[src/rtl/adat_rx_frame_buffer.sv]
// ADAT receive frame buffer: detects deserialized frames, qualifies lock,
// queues locked frames and streams them out one channel word at a time.
module adat_rx_frame_buffer #(
    parameter int DEPTH_FRAMES   = 4,
    parameter int LOCK_FRAMES    = 4,
    parameter int TIMEOUT_CYCLES = 4096
) (
    input  logic                clk,
    input  logic                rst,
    input  logic                in_ready,
    input  logic                in_valid,
    input  logic [2:0]          in_user,
    input  logic [7:0][23:0]    in_audio,
    output logic                out_valid,
    input  logic                out_ready,
    output logic signed [23:0]  out_data,
    output logic [2:0]          out_chan,
    output logic                out_first,
    output logic [2:0]          out_user,
    output logic                locked,
    output logic                overflow,
    output logic [7:0]          err_count,
    input  logic                clr_status
);

    localparam int AW = $clog2(DEPTH_FRAMES);
    localparam int TW = $clog2(TIMEOUT_CYCLES + 1);

    typedef struct packed {
        logic [2:0]       user;
        logic [7:0][23:0] audio;
    } frame_t;

    typedef enum logic [1:0] {UNLOCKED, ACQUIRE, LOCKED} state_t;

    state_t        state, state_n;
    logic [3:0]    good, good_n;
    logic          prev_ready, ev, tmo, err_inc, flush;
    logic [TW-1:0] tmo_cnt;

    frame_t        mem [DEPTH_FRAMES];
    frame_t        cap, head, nxt;
    logic          cap_push;
    logic [AW:0]   wr_ptr, rd_ptr, rd_nxt, fill;
    logic          xfer, pop, full, more, start, accept, drop;
    logic [2:0]    chan_n;

    assign ev     = in_ready && !prev_ready;
    assign tmo    = (state != UNLOCKED) && !ev && (tmo_cnt == TW'(TIMEOUT_CYCLES - 1));
    assign rd_nxt = rd_ptr + 1'b1;
    assign fill   = wr_ptr - rd_ptr;
    assign full   = (fill == (AW+1)'(DEPTH_FRAMES));
    assign head   = mem[rd_ptr[AW-1:0]];
    assign nxt    = mem[rd_nxt[AW-1:0]];
    assign xfer   = out_valid && out_ready;
    assign pop    = xfer && (out_chan == 3'd7);
    assign chan_n = out_chan + 3'd1;
    assign start  = !out_valid && (fill != '0);
    assign flush  = (state != UNLOCKED) && (state_n == UNLOCKED);
    assign more   = (rd_nxt != wr_ptr) && !flush;
    // the channel-7 pop on this edge frees a slot for the arriving frame
    assign accept = ev && in_valid && (state == LOCKED) && (!full || pop);
    assign drop   = ev && in_valid && (state == LOCKED) && full && !pop;

    always_comb begin
        state_n = state;
        good_n  = good;
        err_inc = 1'b0;
        case (state)
            UNLOCKED: begin
                if (ev && in_valid) begin
                    good_n = 4'd1;
                    if (LOCK_FRAMES == 1) state_n = LOCKED;
                    else                  state_n = ACQUIRE;
                end else if (ev) begin
                    err_inc = 1'b1;
                end
            end
            ACQUIRE: begin
                if (ev && in_valid) begin
                    good_n = good + 4'd1;
                    if (good_n == 4'(LOCK_FRAMES)) state_n = LOCKED;
                end else if (ev || tmo) begin
                    state_n = UNLOCKED;
                    err_inc = 1'b1;
                end
            end
            LOCKED: begin
                if ((ev && !in_valid) || tmo) begin
                    state_n = UNLOCKED;
                    err_inc = 1'b1;
                end
            end
            default: state_n = UNLOCKED;
        endcase
    end

    always_ff @(posedge clk) begin
        if (cap_push) mem[wr_ptr[AW-1:0]] <= cap;
    end

    always_ff @(posedge clk) begin
        if (rst) begin
            state      <= UNLOCKED;
            good       <= '0;
            prev_ready <= 1'b1;
            tmo_cnt    <= '0;
            locked     <= 1'b0;
            overflow   <= 1'b0;
            err_count  <= '0;
            cap        <= '0;
            cap_push   <= 1'b0;
            wr_ptr     <= '0;
            rd_ptr     <= '0;
            out_valid  <= 1'b0;
            out_data   <= '0;
            out_chan   <= '0;
            out_first  <= 1'b0;
            out_user   <= '0;
        end else begin
            state      <= state_n;
            good       <= good_n;
            prev_ready <= in_ready;
            locked     <= (state_n == LOCKED);

            if (ev)                                     tmo_cnt <= '0;
            else if (tmo_cnt != TW'(TIMEOUT_CYCLES))    tmo_cnt <= tmo_cnt + 1'b1;

            if (ev) cap <= {in_user, in_audio};
            cap_push <= accept;

            if (clr_status) overflow <= 1'b0;
            else if (drop)  overflow <= 1'b1;

            if (clr_status)                         err_count <= '0;
            else if (err_inc && err_count != 8'hff) err_count <= err_count + 8'd1;

            // on lock loss keep only the frame already being presented
            if (flush)         wr_ptr <= (out_valid || start) ? rd_nxt : rd_ptr;
            else if (cap_push) wr_ptr <= wr_ptr + 1'b1;

            if (start) begin
                out_valid <= 1'b1;
                out_data  <= head.audio[0];
                out_chan  <= 3'd0;
                out_first <= 1'b1;
                out_user  <= head.user;
            end else if (xfer && !pop) begin
                out_data  <= head.audio[chan_n];
                out_chan  <= chan_n;
                out_first <= 1'b0;
            end else if (pop) begin
                rd_ptr <= rd_nxt;
                if (more) begin
                    out_data  <= nxt.audio[0];
                    out_chan  <= 3'd0;
                    out_first <= 1'b1;
                    out_user  <= nxt.user;
                end else begin
                    out_valid <= 1'b0;
                end
            end
        end
    end

endmodule

[config.mk]
export PLATFORM = sky130hd
export DESIGN_NAME = adat_rx_frame_buffer
export DESIGN_NICKNAME = d
export VERILOG_FILES = /design/src/rtl/adat_rx_frame_buffer.sv
export SDC_FILE = /design/constraint.sdc
export NUM_CORES = 1
export LEC_CHECK = 0
export BUFFER_PORTS_ARGS = -buffer_cell sky130_fd_sc_hd__buf_2
export CAP_MARGIN = 15
export CORE_MARGIN = 5
export CORE_UTILIZATION = 50
export DETAILED_ROUTE_END_ITERATION = 7
export PLACE_DENSITY = 0.79
export SLEW_MARGIN = 20
export SYNTH_ARGS = -nofsm -noshare
export SYNTH_HDL_FRONTEND = slang
export SYNTH_SLANG_ARGS = --single-unit
export TNS_END_PERCENT = 100
[constraint.sdc]
create_clock -name clk -period 17.8 [get_ports clk]
set_clock_uncertainty 0.1 [all_clocks]
set_input_delay 0 -clock clk [delete_from_list [all_inputs] [get_ports clk]]
set_output_delay 0 -clock clk [all_outputs]
set_load 0.05 [all_outputs]
# [Word level (Yosys, flattened, before mapping)]
# Memory sizes are Yosys's and may differ from the RTL's. A register that Yosys moved wholly into a read port is not among the register bits.
# Cells that the tools add are included.
[op_classes] n_reduce_logical=48 bitwise_logic=2 order_cmp=1 n_eq_ne=14 muxes=43 n_addsub=7
[ops] operator="two-way mux 24 bit" n=5
[ops] operator="binary-select mux 24 bit (select 3 bit)" n=1
[ops] operator="two-way mux 3 bit" n=10
[ops] operator="logical AND 1 bit" n=16
[ops] operator="two-way mux 1 bit" n=15
[ops] operator="two-way mux 2 bit" n=7
[ops] operator="nonzero test 2 bit" n=7
[ops] operator="adder 13 x 1 -> 13 bit, second input constant" n=1
[ops] operator="== test 13 x 12 -> 1 bit, second input constant" n=1
[ops] operator="!= test 13 bit, second input constant" n=1
[ops] operator="AND reduction 3 bit" n=4
[ops] operator="adder 3 x 1 -> 3 bit, second input constant" n=3
[ops] operator="nonzero test 3 bit" n=3
[ops] operator="adder 8 x 1 -> 8 bit, second input constant" n=1
[ops] operator="two-way mux 4 bit" n=2
[ops] operator="!= test 8 bit, second input constant" n=1
[ops] operator="one-hot mux 4 bit (2 select lines)" n=1
[ops] operator="logical NOT 1 bit" n=7
[ops] operator="== test 3 bit, second input constant" n=2
[ops] operator="!= test 2 bit, second input constant" n=3
[ops] operator="one-hot mux 2 bit (3 select lines)" n=1
[ops] operator="OR reduction 2 bit" n=3
[ops] operator="adder 4 x 1 -> 4 bit, second input constant" n=1
[ops] operator="== test 2 bit, second input constant" n=2
[ops] operator="11 further kinds" n=17
[totals] in_bits=201 memories=1 ff_bits=264 word_cells=140 out_inout_bits=42 mem_bits_rw=780
[mem_list] name="mem" depth=4 word_bits=195 read_ports=2 rd_ports_with_merged_regs=1 wr=1 line_no="41" source="frame_t mem [DEPTH_FRAMES];"

# [Logic depth before layout (Yosys ltp)]
[logic_depth] word_depth=17 mapped_depth=10

# [Worst setup path before layout]
# Ideal clock, no wire load.
[synth_timing] path_type="reg-to-reg" startpoint="reg wr_ptr[1]" endpoint="reg wr_ptr[2]" required_ns=17.563 path_stages_with_launch=6 path_slack_ns=12.032 synth_period_minus_slack_ns=5.768 setup_time_ns=0.137 arrival_time_ns=5.532 n_path_buf=0 cell_sequence="dfxtp_1 -> ha_1 -> and2_1 -> xnor2_1 -> nor2b_1 -> a211oi_1"
[synth_via] elab_chain_cells=6 elab_cells_between_ends=8 classes_between="add/sub (2); mux (3); reduce/logical (3)"
[synth_lines] item="start, declared" line_no="44" source="logic [AW:0] wr_ptr, rd_ptr, rd_nxt, fill;"
[synth_lines] item="start signal, assigned" line_no="139" source="if (flush) wr_ptr <= (out_valid || start) ? rd_nxt : rd_ptr;"
[synth_lines] item="start signal, assigned" line_no="140" source="else if (cap_push) wr_ptr <= wr_ptr + 1'b1;"
[synth_lines] item="subtractor 3 bit" line_no="51" source="assign fill = wr_ptr - rd_ptr;"
[synth_lines] item="nonzero test 3 bit" line_no="58" source="assign start = !out_valid && (fill != '0);"
[synth_lines] item="logical AND 1 bit" line_no="58"
[synth_lines] item="logical OR 1 bit" line_no="139"
[synth_lines] item="two-way mux 3 bit" line_no="139"
[synth_lines] item="two-way mux 3 bit (*)" line_no="139"
# Every way passes the cells marked *; elsewhere a longest branch is shown, timed or not. The select of a mux whose other input is x is not followed.
# A chain may end at the register's enable or synchronous reset.

==> results.md <==
- After clock tree synthesis, the clock-pin slew on the worst setup and hold paths is 0.06 ns.
- The total number of clock tree sinks is 1046.
- The smallest clock period supported by the final layout is computed as 4.320 ns.
- By instance count, the leading cell after synthesis is sky130_fd_sc_hd__edfxtp_1.
- The clock tree root driver cell is sky130_fd_sc_hd__clkbuf_16.
- The slowest stage of the critical path belongs to the cell sky130_fd_sc_hd__dfxtp_4.
- The boundary pin count is 243.
- The via count is 24940.
- In this run the worst path has a maximum fanout of 67.
- The worst path setup slack after routing is 13.48 ns.
- The kind of end point of the critical path is a flip-flop.
- The weighted congestion reported at the end of routability-driven placement is 0.8322.
- The die height is 295.1 um.
- For this block, the initial DRC count from the detailed router was 2536.
- The number of buffers added by the clock tree synthesis step is 103.
- STA puts the critical path data required time at 18.20 ns.
- Counting flops with a built-in enable in the synthesized netlist gives 780.
- Summing all non-filler instances in the final layout gives an area of 48950 sq um.
- The run finished with clean final reports.
- The number of antenna violations at the first check in global routing is 4.
- The power per cell area is 100.4 nW/um^2.
- The Yosys step of the flow raised 0 warnings.
- For this configuration, the core starts out at a cell density of 50.45%.
- Entering global routing, the biggest net connects 133 pins.
- Global routing used 23.59% of the available tracks.
- In the final layout, the multi-input gates occupy 11100 sq um.
- TritonCTS built the clock tree.
- By count the netlist is led by sky130_fd_sc_hd__edfxtp_1, sky130_fd_sc_hd__nand2_1, sky130_fd_sc_hd__dfxtp_1.
- The tightest min-delay check is of the in2reg type.
- The final count of pins violating max slew is 0.
- The area of the core region is 80550 sq um.
- The number of resized instances in the post-cts repair step is 0.
- In this run the static leakage power is 16.19 nW.
- The most repeated library cell on the critical path is sky130_fd_sc_hd__buf_4.
- Walking the worst path, the cells encountered are buf_4 > buf_4 > mux4_2 > mux2_2 > o22ai_1 > nor3_1 > a21oi_1 > a2111oi_2.
- Buffers placed on the I/O ports in this run total 242.
- The first global-routing pass estimated 155700 um of wire.
- Buffers inserted to repair hold after CTS numbered 291.
- The number of filler cells placed in the layout is 5606.
- Of the total synthesized cell area, the portion taken by XOR and XNOR cells is 0.5389%.
- After synthesis, the mean cell area works out to 15.87 sq um.
- Across the whole layout, storage elements account for 28760 sq um.
- The sum of buffers and inverters on the critical path is 2.
- Measured against its own limit, the worst slew margin works out to 22.97%.
- Of the total synthesized cell area, the portion taken by AND, OR, NAND and NOR gates is 6.238%.
- For this run, asynchronously set or reset flops after synthesis account for 0%.
- The maximum vdd drop is 0.07672 mV.
- The worst setup timing slack at the placement stage is 13.42 ns.
- Measured against the total synthesized area, the mux share comes to 14.31%.
- The post-synthesis to final-layout area growth is 20.46%.
- Of the cells placed in the final design, the portion with a size suffix greater than 1 is 21.79%.
- After the last flow step, the layout net total stands at 3271.
- The row count is 104.
- The count of buffers added by post-CTS timing repair for setup is 0.
- After detailed routing, the number of remaining DRC violations is 0.
- The floorplan step set the die width to 295.1 um.
- The post-placement cell area is 42660 sq um.
- The cell count after synthesis is 2560.
- Synthesis produced a netlist with a net count of 2774.
- Detailed placement ended at an HPWL of 63120 um.
- In the synthesized netlist the dominant register cell turns out to be sky130_fd_sc_hd__edfxtp_1.
- After synthesis, the cell types taking the most area are sky130_fd_sc_hd__edfxtp_1, sky130_fd_sc_hd__dfxtp_1, sky130_fd_sc_hd__mux4_2, sky130_fd_sc_hd__nand2_1, sky130_fd_sc_hd__a21oi_1.
- Counting along the longest clock path gives a buffer depth of 3.
- The clock reaches the later pin of the worst-skew pair after 0.67 ns.
- The highest attainable clock frequency is 231.5 MHz.
- The cell area after technology mapping is 40630 sq um.
- In the final timing run, aggregate negative setup slack is 0 ns.
- The number of synthesized register bits is 1046.
- The number of setup violations in the final report is 0.
- The length of the first detailed-routing pass in iterations is 5.
- The cell family contributing the most delay on the critical path is buffers and inverters.
- For this run the aggregate overflow at the end of global routing stands at 0.
- The final hold violation count is 0.
- The fraction of the mapped netlist area in compound gates is 5.681%.
- The worst setup path is of the reg2reg kind.
- The cell type with the highest aggregate area in the netlist is sky130_fd_sc_hd__edfxtp_1.
- At the worst endpoint, the arrival time is 4.72 ns.
- By area, the combinational part of the netlist is dominated by multiplexers.
- The count of max-cap constraint violations is 0.
- The part of the Yosys area used for sequential elements is 70.75%.
- In the final routed layout, each cell accounts on average for 24.69 um.
- Summing the areas of all fa, ha and maj instances in the mapped netlist gives 0.4003% of the synthesized area.
- The floorplan step defined a die boundary enclosing 87070 sq um.
- The type of element launching the critical path is a flip-flop.
- Setup repair after global routing left no endpoint under its margin.
- The slew of the pin with the lowest slew margin is 1.155 ns.
- The routed via count divided by cell count is 5.924.
- The part of the cycle the worst path needs is 24.27%.
- Once detail routing completed, the nets flagged for antenna violations numbered 0.
- After synthesis, the largest area contributor takes up 57.64% of total cell area.
- The number of global-route vias before repair is 25570.
- On the worst path, the slowest cell contributes a delay of 1.04 ns.
- The synthesized netlist contains 52 unique library cells.
- The total wire length is 103900 um.
- The H-tree generated during clock tree synthesis spans 3 levels.
-- metrics by stage --
stage,std cells,power (mW),hold WS [ns],utilization [%]
after floorplan,2560,2.732,0.006577,-
after global placement,3721,2.781,0.1398,52.96
after detailed placement,3721,2.786,0.1488,52.96
after CTS,4208,4.935,0.0006113,60.75
after global routing,4208,5.062,0.009716,60.77
final,4209,4.914,0.03133,60.77
-- power by group --
| part | internal, mW | switching (mW) |
|---|---|---|
| sequential | 2.62 | 0.0265 |
| combinational | 0.0704 | 0.0648 |
| clock | 1.23 | 0.898 |
| total | 3.92 | 0.989 |
-- layout by cell type (no fill, tap or decap), types with 6 or more instances in the layout --
cell type	instances
sky130_fd_sc_hd__a21oi_1	249
sky130_fd_sc_hd__nand2b_1	28
sky130_fd_sc_hd__clkbuf_1	41
sky130_fd_sc_hd__buf_4	26
sky130_fd_sc_hd__buf_2	241
sky130_fd_sc_hd__a22oi_1	24
sky130_fd_sc_hd__ha_1	11
sky130_fd_sc_hd__edfxtp_1	780
sky130_fd_sc_hd__o22ai_1	9
sky130_fd_sc_hd__clkinv_2	13
sky130_fd_sc_hd__or3_1	7
sky130_fd_sc_hd__or2_2	6
sky130_fd_sc_hd__nor2_1	59
sky130_fd_sc_hd__xor2_1	11
sky130_fd_sc_hd__nand3_1	10
sky130_fd_sc_hd__xnor2_1	14
sky130_fd_sc_hd__a2111oi_2	8
sky130_fd_sc_hd__nor3_1	23
sky130_fd_sc_hd__mux2_2	20
sky130_fd_sc_hd__mux4_2	214
sky130_fd_sc_hd__a211oi_1	9
sky130_fd_sc_hd__a311oi_1	17
sky130_fd_sc_hd__o32ai_1	16
sky130_fd_sc_hd__dlygate4sd3_1	291
sky130_fd_sc_hd__dfxtp_1	262
sky130_fd_sc_hd__o211ai_1	23
sky130_fd_sc_hd__clkbuf_16	106
sky130_fd_sc_hd__o21ai_0	12
sky130_fd_sc_hd__nand2_1	433
sky130_fd_sc_hd__mux2i_1	77
sky130_fd_sc_hd__clkbuf_8	16
sky130_fd_sc_hd__nor4_1	6
sky130_fd_sc_hd__inv_1	10
-- metal layers --
layer	vias to the layer above	routed length [um]	track usage [%]	part of all wire, %
met2	1365	51480	39.51	50
met5	-	0	0	0
met3	236	10730	6.333	10
met1	12520	37420	29.81	36
li1	10820	-	-	-
met4	0	4311	8.993	4.1
-- cell families (layout without fill, tap and decap cells) --
group	count (synthesis)	in the layout
other	0	1
AO/OA/AOI/OAI	381	381
XOR/XNOR	25	25
flip-flops	1046	1046
AND/OR/NAND/NOR	605	605
multiplexers	311	311
buffers and inverters	179	767
adder cells (fa/ha/maj)	13	13
-- layout make-up --
cell class | count | share of cell area [%]
diodes | 1 | 0.005112
clock buffers | 165 | 6.214
clock inverters | 31 | 0.6518
inverters | 10 | 0.07668
multi-input cells | 1335 | 22.68
flip-flops and latches | 1046 | 58.75
well taps | 1060 | 2.709
repair buffers | 561 | 8.908
-- tightest hold or removal path, stage by stage --
cell	delay [ns]
sky130_fd_sc_hd__dlygate4sd3_1	0.53
sky130_fd_sc_hd__buf_2	0.12
sky130_fd_sc_hd__nand2_1	0.05
sky130_fd_sc_hd__a21oi_1	0.05
-- flip-flops by register name (all words and copies together) (netlist names), named ones only --
| signal | count |
|---|---|
| out_user | 3 |
| prev_ready | 1 |
| err_count | 8 |
| out_valid | 1 |
| out_data | 24 |
| state | 2 |
| cap | 195 |
| overflow | 1 |
| cap_push | 1 |
| tmo_cnt | 13 |
| out_first | 1 |
| good | 4 |
| mem | 780 |
| wr_ptr | 3 |
| rd_ptr | 3 |
| out_chan | 3 |
| locked | 1 |
-- final timing paths --
check | from | to | slack, ns | cells past startpoint
min | in_audio[27] | cap[27] | 0.03 | 4
max reg2reg | flip-flop | out_data[4] | 13.48 | 8
min reg2reg | cap[69] | mem[0][69] | 0.39 | 0
max | flip-flop | out_data[4] | 13.48 | 8
Power figures use the tool's default switching activity.
